[src/rtl/fullconnect_core_read_master_if.sv]
// fullconnect_core_read_master_if
// Bundles the FullConnect read master's control, ReadBuffer stream and
// Avalon-MM read port. The master modport is the read master's view; the
// slave modport is the view of whatever sits on the far side (TOP FSM,
// ReadBuffer and Avalon slave together).

interface fullconnect_core_read_master_if #(
    parameter int AvalonByteEnable_WIDTH = 64,
    parameter int AvalonData_WIDTH       = 512
);
    logic                              Start_i;
    logic [63:0]                       InitialAddr;
    logic [AvalonData_WIDTH-1:0]       ReadData_o;
    logic                              ReadValid_o;
    logic                              ReadReady_i;
    logic [63:0]                       AvalonAddr_o;
    logic                              AvalonRead_o;
    logic                              AvalonWrite_o;
    logic [AvalonByteEnable_WIDTH-1:0] AvalonByteEnable_o;
    logic [AvalonData_WIDTH-1:0]       AvalonWriteData_o;
    logic [AvalonData_WIDTH-1:0]       AvalonReadData_i;
    logic                              AvalonReadDataValid_i;
    logic                              AvalonLock_o;
    logic                              AvalonWaitReq_i;
    logic                              Done_o;

    modport master (
        input  Start_i, InitialAddr, ReadReady_i,
        input  AvalonReadData_i, AvalonReadDataValid_i, AvalonWaitReq_i,
        output ReadData_o, ReadValid_o,
        output AvalonAddr_o, AvalonRead_o, AvalonWrite_o, AvalonByteEnable_o,
        output AvalonWriteData_o, AvalonLock_o, Done_o
    );

    modport slave (
        output Start_i, InitialAddr, ReadReady_i,
        output AvalonReadData_i, AvalonReadDataValid_i, AvalonWaitReq_i,
        input  ReadData_o, ReadValid_o,
        input  AvalonAddr_o, AvalonRead_o, AvalonWrite_o, AvalonByteEnable_o,
        input  AvalonWriteData_o, AvalonLock_o, Done_o
    );
endinterface

[src/rtl/fullconnect_core_read_master.sv]
// fullconnect_core_read_master
// Avalon-MM read-only master for the FullConnect core. On Start_i it issues
// READ_NUM single-beat pipelined reads, buffers the returned words in a
// credit-limited response FIFO, streams them to the ReadBuffer over
// valid/ready and raises Done_o once every word has been delivered.
// Optional feature macro: FULLCONNECT_READ_ADDR_INC_EN -- when defined the
// read address advances by one beat (AvalonByteEnable_WIDTH bytes) after each
// accepted command; when undefined every command reuses InitialAddr.

module fullconnect_core_read_master #(
    parameter logic [8:0] READ_NUM               = 9'h1,
    parameter int         AvalonByteEnable_WIDTH = 64,
    parameter int         AvalonData_WIDTH       = 512,
    parameter int         MAX_PENDING            = 4
) (
    input  logic                           clk,
    input  logic                           rstn,
    fullconnect_core_read_master_if.master bus
);

    localparam int PTR_W = $clog2(MAX_PENDING);
    localparam int OCC_W = PTR_W + 1;

    localparam logic [PTR_W-1:0] PTR_ONE    = PTR_W'(1'b1);
    localparam logic [OCC_W-1:0] OCC_ONE    = OCC_W'(1'b1);
    localparam logic [OCC_W-1:0] OCC_FULL   = OCC_W'(MAX_PENDING);
    localparam logic [9:0]       PEND_LIMIT = 10'(MAX_PENDING);
`ifdef FULLCONNECT_READ_ADDR_INC_EN
    localparam logic [63:0]      ADDR_STEP  = 64'(AvalonByteEnable_WIDTH);
`endif

    typedef enum logic [1:0] {
        ST_IDLE  = 2'd0,
        ST_ISSUE = 2'd1,
        ST_DRAIN = 2'd2,
        ST_DONE  = 2'd3
    } state_e;

    state_e                      state_q, state_d;
    logic                        rd_q, rd_d;
    logic [63:0]                 addr_q, addr_d;
    logic [8:0]                  issue_cnt_q, issue_cnt_d;
    logic [8:0]                  recv_cnt_q, recv_cnt_d;
    logic [8:0]                  send_cnt_q, send_cnt_d;
    logic [AvalonData_WIDTH-1:0] mem_q [MAX_PENDING];
    logic [AvalonData_WIDTH-1:0] mem_d [MAX_PENDING];
    logic [PTR_W-1:0]            wr_ptr_q, wr_ptr_d;
    logic [PTR_W-1:0]            rd_ptr_q, rd_ptr_d;
    logic [OCC_W-1:0]            occ_q, occ_d;
    logic                        valid_q, valid_d;
    logic                        done_q, done_d;

    logic                        active_s;
    logic                        start_s;
    logic                        accept_s;
    logic                        push_s;
    logic                        pop_s;
    logic [8:0]                  send_next_s;
    logic [9:0]                  pending_s;

    // Handshake qualifiers shared by the FSM and the datapath.
    assign active_s    = (state_q == ST_ISSUE) || (state_q == ST_DRAIN);
    assign start_s     = (state_q == ST_IDLE) && bus.Start_i;
    assign accept_s    = rd_q && !bus.AvalonWaitReq_i;
    assign pop_s       = valid_q && bus.ReadReady_i;
    // Responses outside an active transfer are dropped; the full/recv guards
    // only matter for a misbehaving slave since credits already bound them.
    assign push_s      = bus.AvalonReadDataValid_i && active_s &&
                         (recv_cnt_q != READ_NUM) &&
                         ((occ_q != OCC_FULL) || pop_s);
    assign send_next_s = pop_s ? (send_cnt_q + 9'd1) : send_cnt_q;

    // FSM state register.
    always_ff @(posedge clk) begin
        if (!rstn) begin
            state_q <= ST_IDLE;
        end else begin
            state_q <= state_d;
        end
    end

    // FSM next-state logic; DRAIN looks at the post-pop count so Done_o
    // rises in the cycle right after the final pop.
    always_comb begin
        state_d = state_q;
        case (state_q)
            ST_IDLE: begin
                if (bus.Start_i) begin
                    state_d = ST_ISSUE;
                end else begin
                    state_d = ST_IDLE;
                end
            end
            ST_ISSUE: begin
                if (accept_s && (issue_cnt_q == (READ_NUM - 9'd1))) begin
                    state_d = ST_DRAIN;
                end else begin
                    state_d = ST_ISSUE;
                end
            end
            ST_DRAIN: begin
                if (send_next_s == READ_NUM) begin
                    state_d = ST_DONE;
                end else begin
                    state_d = ST_DRAIN;
                end
            end
            ST_DONE: begin
                if (!bus.Start_i) begin
                    state_d = ST_IDLE;
                end else begin
                    state_d = ST_DONE;
                end
            end
            default: begin
                state_d = ST_IDLE;
            end
        endcase
    end

    // Output/datapath next values: counters, response FIFO, credit-gated
    // command generation and the registered status outputs.
    always_comb begin
        addr_d      = addr_q;
        issue_cnt_d = issue_cnt_q;
        recv_cnt_d  = recv_cnt_q;
        send_cnt_d  = send_cnt_q;
        mem_d       = mem_q;
        wr_ptr_d    = wr_ptr_q;
        rd_ptr_d    = rd_ptr_q;
        occ_d       = occ_q;
        rd_d        = 1'b0;
        pending_s   = 10'd0;
        valid_d     = 1'b0;
        done_d      = 1'b0;

        if (start_s) begin
            addr_d      = bus.InitialAddr;
            issue_cnt_d = 9'd0;
            recv_cnt_d  = 9'd0;
            send_cnt_d  = 9'd0;
        end else begin
            if (accept_s) begin
                issue_cnt_d = issue_cnt_q + 9'd1;
`ifdef FULLCONNECT_READ_ADDR_INC_EN
                addr_d      = addr_q + ADDR_STEP;
`else
                addr_d      = addr_q;
`endif
            end else begin
                issue_cnt_d = issue_cnt_q;
                addr_d      = addr_q;
            end
            if (push_s) begin
                recv_cnt_d = recv_cnt_q + 9'd1;
            end else begin
                recv_cnt_d = recv_cnt_q;
            end
            send_cnt_d = send_next_s;
        end

        if (push_s) begin
            mem_d[wr_ptr_q] = bus.AvalonReadData_i;
            wr_ptr_d        = wr_ptr_q + PTR_ONE;
        end else begin
            wr_ptr_d        = wr_ptr_q;
        end

        if (pop_s) begin
            rd_ptr_d = rd_ptr_q + PTR_ONE;
        end else begin
            rd_ptr_d = rd_ptr_q;
        end

        case ({push_s, pop_s})
            2'b10:   occ_d = occ_q + OCC_ONE;
            2'b01:   occ_d = occ_q - OCC_ONE;
            default: occ_d = occ_q;
        endcase

        // Credits in flight next cycle: issued-but-unanswered plus buffered.
        pending_s = {1'b0, issue_cnt_d - recv_cnt_d} + 10'(occ_d);

        if (rd_q && bus.AvalonWaitReq_i) begin
            rd_d = 1'b1;
        end else if ((state_d == ST_ISSUE) && (issue_cnt_d < READ_NUM) &&
                     (pending_s < PEND_LIMIT)) begin
            rd_d = 1'b1;
        end else begin
            rd_d = 1'b0;
        end

        valid_d = (occ_d != {OCC_W{1'b0}});
        done_d  = (state_d == ST_DONE);
    end

    // Datapath registers; reset clears the FIFO contents too.
    always_ff @(posedge clk) begin
        if (!rstn) begin
            rd_q        <= 1'b0;
            addr_q      <= 64'd0;
            issue_cnt_q <= 9'd0;
            recv_cnt_q  <= 9'd0;
            send_cnt_q  <= 9'd0;
            wr_ptr_q    <= {PTR_W{1'b0}};
            rd_ptr_q    <= {PTR_W{1'b0}};
            occ_q       <= {OCC_W{1'b0}};
            valid_q     <= 1'b0;
            done_q      <= 1'b0;
            for (int i = 0; i < MAX_PENDING; i++) begin
                mem_q[i] <= {AvalonData_WIDTH{1'b0}};
            end
        end else begin
            rd_q        <= rd_d;
            addr_q      <= addr_d;
            issue_cnt_q <= issue_cnt_d;
            recv_cnt_q  <= recv_cnt_d;
            send_cnt_q  <= send_cnt_d;
            wr_ptr_q    <= wr_ptr_d;
            rd_ptr_q    <= rd_ptr_d;
            occ_q       <= occ_d;
            valid_q     <= valid_d;
            done_q      <= done_d;
            mem_q       <= mem_d;
        end
    end

    assign bus.ReadData_o         = mem_q[rd_ptr_q];
    assign bus.ReadValid_o        = valid_q;
    assign bus.AvalonAddr_o       = addr_q;
    assign bus.AvalonRead_o       = rd_q;
    assign bus.AvalonLock_o       = rd_q;
    assign bus.AvalonWrite_o      = 1'b0;
    assign bus.AvalonByteEnable_o = {AvalonByteEnable_WIDTH{1'b1}};
    assign bus.AvalonWriteData_o  = {AvalonData_WIDTH{1'b0}};
    assign bus.Done_o             = done_q;

endmodule

[src/flat_wrapper.sv]
// flat-port wrapper written by rule: the top's interface ports become plain ports
module fullconnect_core_read_master_flat 
#(
    parameter logic [8:0] READ_NUM               = 9'h1,
    parameter int         AvalonByteEnable_WIDTH = 64,
    parameter int         AvalonData_WIDTH       = 512,
    parameter int         MAX_PENDING            = 4
)
  (clk, rstn, bus_Start_i, bus_InitialAddr, bus_ReadReady_i, bus_AvalonReadData_i, bus_AvalonReadDataValid_i, bus_AvalonWaitReq_i, bus_ReadData_o, bus_ReadValid_o, bus_AvalonAddr_o, bus_AvalonRead_o, bus_AvalonWrite_o, bus_AvalonByteEnable_o, bus_AvalonWriteData_o, bus_AvalonLock_o, bus_Done_o);
  fullconnect_core_read_master_if #(.AvalonByteEnable_WIDTH(AvalonByteEnable_WIDTH), .AvalonData_WIDTH(AvalonData_WIDTH)) bus_i ();
  input  logic clk;
  input  logic rstn;
  input wire logic [$bits(bus_i.Start_i)-1:0] bus_Start_i;
  input wire logic [$bits(bus_i.InitialAddr)-1:0] bus_InitialAddr;
  input wire logic [$bits(bus_i.ReadReady_i)-1:0] bus_ReadReady_i;
  input wire logic [$bits(bus_i.AvalonReadData_i)-1:0] bus_AvalonReadData_i;
  input wire logic [$bits(bus_i.AvalonReadDataValid_i)-1:0] bus_AvalonReadDataValid_i;
  input wire logic [$bits(bus_i.AvalonWaitReq_i)-1:0] bus_AvalonWaitReq_i;
  output wire logic [$bits(bus_i.ReadData_o)-1:0] bus_ReadData_o;
  output wire logic [$bits(bus_i.ReadValid_o)-1:0] bus_ReadValid_o;
  output wire logic [$bits(bus_i.AvalonAddr_o)-1:0] bus_AvalonAddr_o;
  output wire logic [$bits(bus_i.AvalonRead_o)-1:0] bus_AvalonRead_o;
  output wire logic [$bits(bus_i.AvalonWrite_o)-1:0] bus_AvalonWrite_o;
  output wire logic [$bits(bus_i.AvalonByteEnable_o)-1:0] bus_AvalonByteEnable_o;
  output wire logic [$bits(bus_i.AvalonWriteData_o)-1:0] bus_AvalonWriteData_o;
  output wire logic [$bits(bus_i.AvalonLock_o)-1:0] bus_AvalonLock_o;
  output wire logic [$bits(bus_i.Done_o)-1:0] bus_Done_o;
  assign bus_i.Start_i = bus_Start_i;
  assign bus_i.InitialAddr = bus_InitialAddr;
  assign bus_i.ReadReady_i = bus_ReadReady_i;
  assign bus_i.AvalonReadData_i = bus_AvalonReadData_i;
  assign bus_i.AvalonReadDataValid_i = bus_AvalonReadDataValid_i;
  assign bus_i.AvalonWaitReq_i = bus_AvalonWaitReq_i;
  assign bus_ReadData_o = bus_i.ReadData_o;
  assign bus_ReadValid_o = bus_i.ReadValid_o;
  assign bus_AvalonAddr_o = bus_i.AvalonAddr_o;
  assign bus_AvalonRead_o = bus_i.AvalonRead_o;
  assign bus_AvalonWrite_o = bus_i.AvalonWrite_o;
  assign bus_AvalonByteEnable_o = bus_i.AvalonByteEnable_o;
  assign bus_AvalonWriteData_o = bus_i.AvalonWriteData_o;
  assign bus_AvalonLock_o = bus_i.AvalonLock_o;
  assign bus_Done_o = bus_i.Done_o;
  fullconnect_core_read_master #(.READ_NUM(READ_NUM), .AvalonByteEnable_WIDTH(AvalonByteEnable_WIDTH), .AvalonData_WIDTH(AvalonData_WIDTH), .MAX_PENDING(MAX_PENDING)) u_core (.clk(clk), .rstn(rstn), .bus(bus_i));
endmodule
[config.mk]
export PLATFORM = sky130hd
export DESIGN_NAME = fullconnect_core_read_master_flat
export DESIGN_NICKNAME = d
export VERILOG_FILES = /design/src/rtl/fullconnect_core_read_master_if.sv /design/src/rtl/fullconnect_core_read_master.sv /design/src/flat_wrapper.sv
export SDC_FILE = /design/constraint.sdc
export NUM_CORES = 2
export LEC_CHECK = 0
export ABC_AREA = 1
export CORE_AREA = 2 2 684 686
export CTS_CLUSTER_DIAMETER = 40
export DETAILED_ROUTE_END_ITERATION = 10
export DIE_AREA = 0 0 686 688
export HOLD_SLACK_MARGIN = 0.03
export PLACE_DENSITY_LB_ADDON = 0.2
export REMOVE_ABC_BUFFERS = 1
export SLEW_MARGIN = 20
export SYNTH_ARGS = -nofsm -noshare
export SYNTH_HDL_FRONTEND = slang
export SYNTH_SLANG_ARGS = --single-unit
[constraint.sdc]
create_clock -name clk -period 4.04 [get_ports clk]
set_input_delay 0.808 -clock clk [delete_from_list [all_inputs] [get_ports clk]]
set_output_delay 0.808 -clock clk [all_outputs]
set_load 0.01 [all_outputs]
==> metrics.txt <==
Ports 1,739; fillers 50,500; RD Place Congestion 0.842; mean post-synth cell area 7.27 um^2; dpl ws 0.175 ns; Slew Limit Fails 0; RSZ-0062 raised after global routing true; first-pass GRT wire length 684 mm; layout cells sized above 1 10.9%; Synth area leaders dfxtp_1 (45%), nand3_1 (11%), a21oi_1 (11%); Synth Area in Compound Gates 19.8%; # Max-Cap Violations 0; post-synthesis async set-or-reset flop share 0%; Setup-failing EPs final 0; Crit Reg-Reg Endpoint u_core.bus.AvalonLock_o; commonest cells after routing, fill and taps aside dfxtp_1 (2,149), nand2_1 (2,142), nand3_1 (2,079); ys flop type dfxtp_1; First-pass DRT Iterations 6; crit end category output port; synth warn 0; worst min path class in -> reg; Rel. slew slack 29.1%; initial DRC count 8,738; VDD IR max 0.000367 V; clock network fraction of total power 51.3%; drc violations 0; WL/cell 23.5 um; clock buffer count from CTS 415; PortBufs 1,161; P_int 50.0 mW; sequential fraction of the synthesis area 44.6%; hpwl dp 300 mm; simple-gate area share of the yosys netlist 24.2%; Worst R2R Start u_core.state_q[0]; Vias per Instance 4.75; Post-synth EDFFs 0; clk sinks 2,151; Hold Crit Start rstn; sequential share of power 30.6%; total negative slack 0 ns; Final period util 97.3%; Clock Latency Late Sink 0.96 ns; most common cell after layout, fill and taps aside dfxtp_1; routed wire length 487 mm; final hold violations 0; mux contribution to synthesized area 0.0104%; critical setup path kind reg -> out; Yosys top cell area share 44.6%; Root Driver clkbuf_16; Switching Power 21.3 mW; Syn Std Cell Area 0.0966 mm^2; sw frac 29.9%; worst slew pin tran 1.05 ns; hold path depth 3; vias in the first global route 91,300; Setup Skew 0.0818 ns; Synth cell types 42; largest family of logic cells by synthesized area simple AND/OR/NAND/NOR gates; Critical Path AT 3.12 ns; leakage 48.1 nW; clk slew on worst S/H paths 0.05 ns; P&R area growth vs syn 36.4%; Die Ht 688 um; min Tclk post-route 3.93 ns; H-tree Lvls 5; required time of the critical path 3.23 ns; TritonCTS clock tree built; power density cells 541 mW/mm^2; initial antenna violation count 124; Core Util, Final 28.3%; worst-path fanout max 16; setup ws final 0.108 ns; post-synthesis xor/xnor area fraction 0.109%; Congestion Overflow GR 0; Die Wd 686 um; die footprint 0.472 mm^2; area leader, netlist dfxtp_1; core area 0.465 mm^2; vias after detailed routing 98,700; Adder-Cell Fraction of Synth Area 0.352%; R2R Setup Slk 0.76 ns; logic gate share of total power 18.1%; Routed Antenna Nets 0; clk buf depth 4; outcome completed; nets 14,800; startpoint types register; initial core utilization 20.8%; hold endpoint u_core.bus.AvalonAddr_o[16]; R2R depth 19; num rows 251; FF+latch count, synth 2,151; GRT Overall Usage 19.3%; Max Clk Rate 0.254 GHz; largest net degree at the start of global routing 157; Cells after Synth 13,300
how the worst max path moves through the flow:
stage	startpoint	to	cells past startpoint
after detailed placement	bus_AvalonReadDataValid_i	u_core.bus.AvalonLock_o	18
after CTS	u_core.rd_ptr_q[1]	bus_ReadData_o[376]	7
final	u_core.rd_ptr_q[1]	bus_ReadData_o[127]	7
after global placement	bus_AvalonReadDataValid_i	u_core.bus.AvalonLock_o	18
after global routing	u_core.rd_ptr_q[0]	bus_ReadData_o[473]	9
after floorplan	u_core.rd_ptr_q[0]	u_core.rd_ptr_q[1]	4
state kept, by name, summed over array words and instances (netlist names), 2 cells and up:
name / cells
u_core.bus.AvalonAddr_o: 64
u_core.mem_q: 2048
u_core.recv_cnt_q: 9
u_core.wr_ptr_q: 2
u_core.send_cnt_q: 9
u_core.occ_q: 3
u_core.issue_cnt_q: 9
u_core.state_q: 2
u_core.rd_ptr_q: 2
final cells by class:
type	instances	area, um^2	share of cell area, %
Clock inverter	244	3320	2.52
Sequential cell	2151	43100	32.7
Timing Repair inverter	1	8.76	0.00664
Inverter	82	365	0.277
Clock buffer	535	11500	8.69
Tap cell	6198	7750	5.88
Antenna cell	51	128	0.0968
Timing Repair Buffer	1730	19300	14.7
Multi-Input combinational cell	9772	46400	35.2
layer usage:
layer  up-vias  share of wire (%)  track usage, %
li1      46200                  -               -
met1     48200                 41            24.3
met2      3553                 48            32.7
met3       760                5.8            3.04
met4        40                4.4            8.38
met5         -              0.058               0
what timing repair did:
action,in CTS,in global routing
gates resized for setup,671,122
setup endpoints to repair,501,123
pin swaps,61,10
gates cloned,39,8
hold buffers,0,0
setup buffers,57,13
critical path: stages (launching register included):
cell and delay, ns:
dfxtp_4 0.40, buf_12 0.15, inv_16 0.10, buf_16 0.18, bufbuf_16 0.36, o21ai_0 0.12
o22ai_2 0.21, clkdlybuf4s50_1 0.59
cell usage after synthesis (5+ instances only):
library cell	n
inv_1	74
ha_1	24
buf_1	7
xor2_1	6
a21oi_1	2057
clkbuf_1	750
nor3_1	5
buf_6	48
nand4_1	9
nand2_1	2143
buf_4	671
nor2_1	1216
o21ai_0	1099
nand3_1	2079
buf_2	373
dfxtp_1	2151
o22ai_1	512
inv_2	8
xnor2_1	6
power by group through the flow:
| stage | combinational, mW | clock, mW | sequential, mW |
|---|---|---|---|
| floorplan | 5.32 | 0 | 22.5 |
| global placement | 12.2 | 0 | 22.2 |
| detailed placement | 12.1 | 0 | 22.2 |
| CTS | 13.0 | 37.3 | 21.8 |
| global route | 13.7 | 38.3 | 21.8 |
| finish | 12.9 | 36.6 | 21.8 |
per-stage QoR:
| step | instances | power, mW | instance area [um^2] | hold slack, ns |
|---|---|---|---|---|
| global placement | 19800 | 34.5 | 113000 | 0.444 |
| finish | 20800 | 71.3 | 132000 | 0.363 |
| global route | 20700 | 73.7 | 132000 | 0.290 |
| CTS | 20700 | 72.1 | 131000 | 0.236 |
| detailed placement | 19800 | 34.4 | 113000 | 0.449 |
| floorplan | 12000 | 27.8 | 88400 | 0.437 |
cells by family (layout without fill, tap and decap cells):
group | Yosys count | after routing
flip-flops | 2151 | 2151
adder cells (fa/ha/maj) | 26 | 26
AND/OR/NAND/NOR | 5476 | 5476
AO/OA/AOI/OAI | 3680 | 3680
XOR/XNOR | 12 | 12
buffers and inverters | 1934 | 2592
other | 2 | 628
multiplexers | 1 | 1
Note: power is estimated with default switching activity, not from simulation.
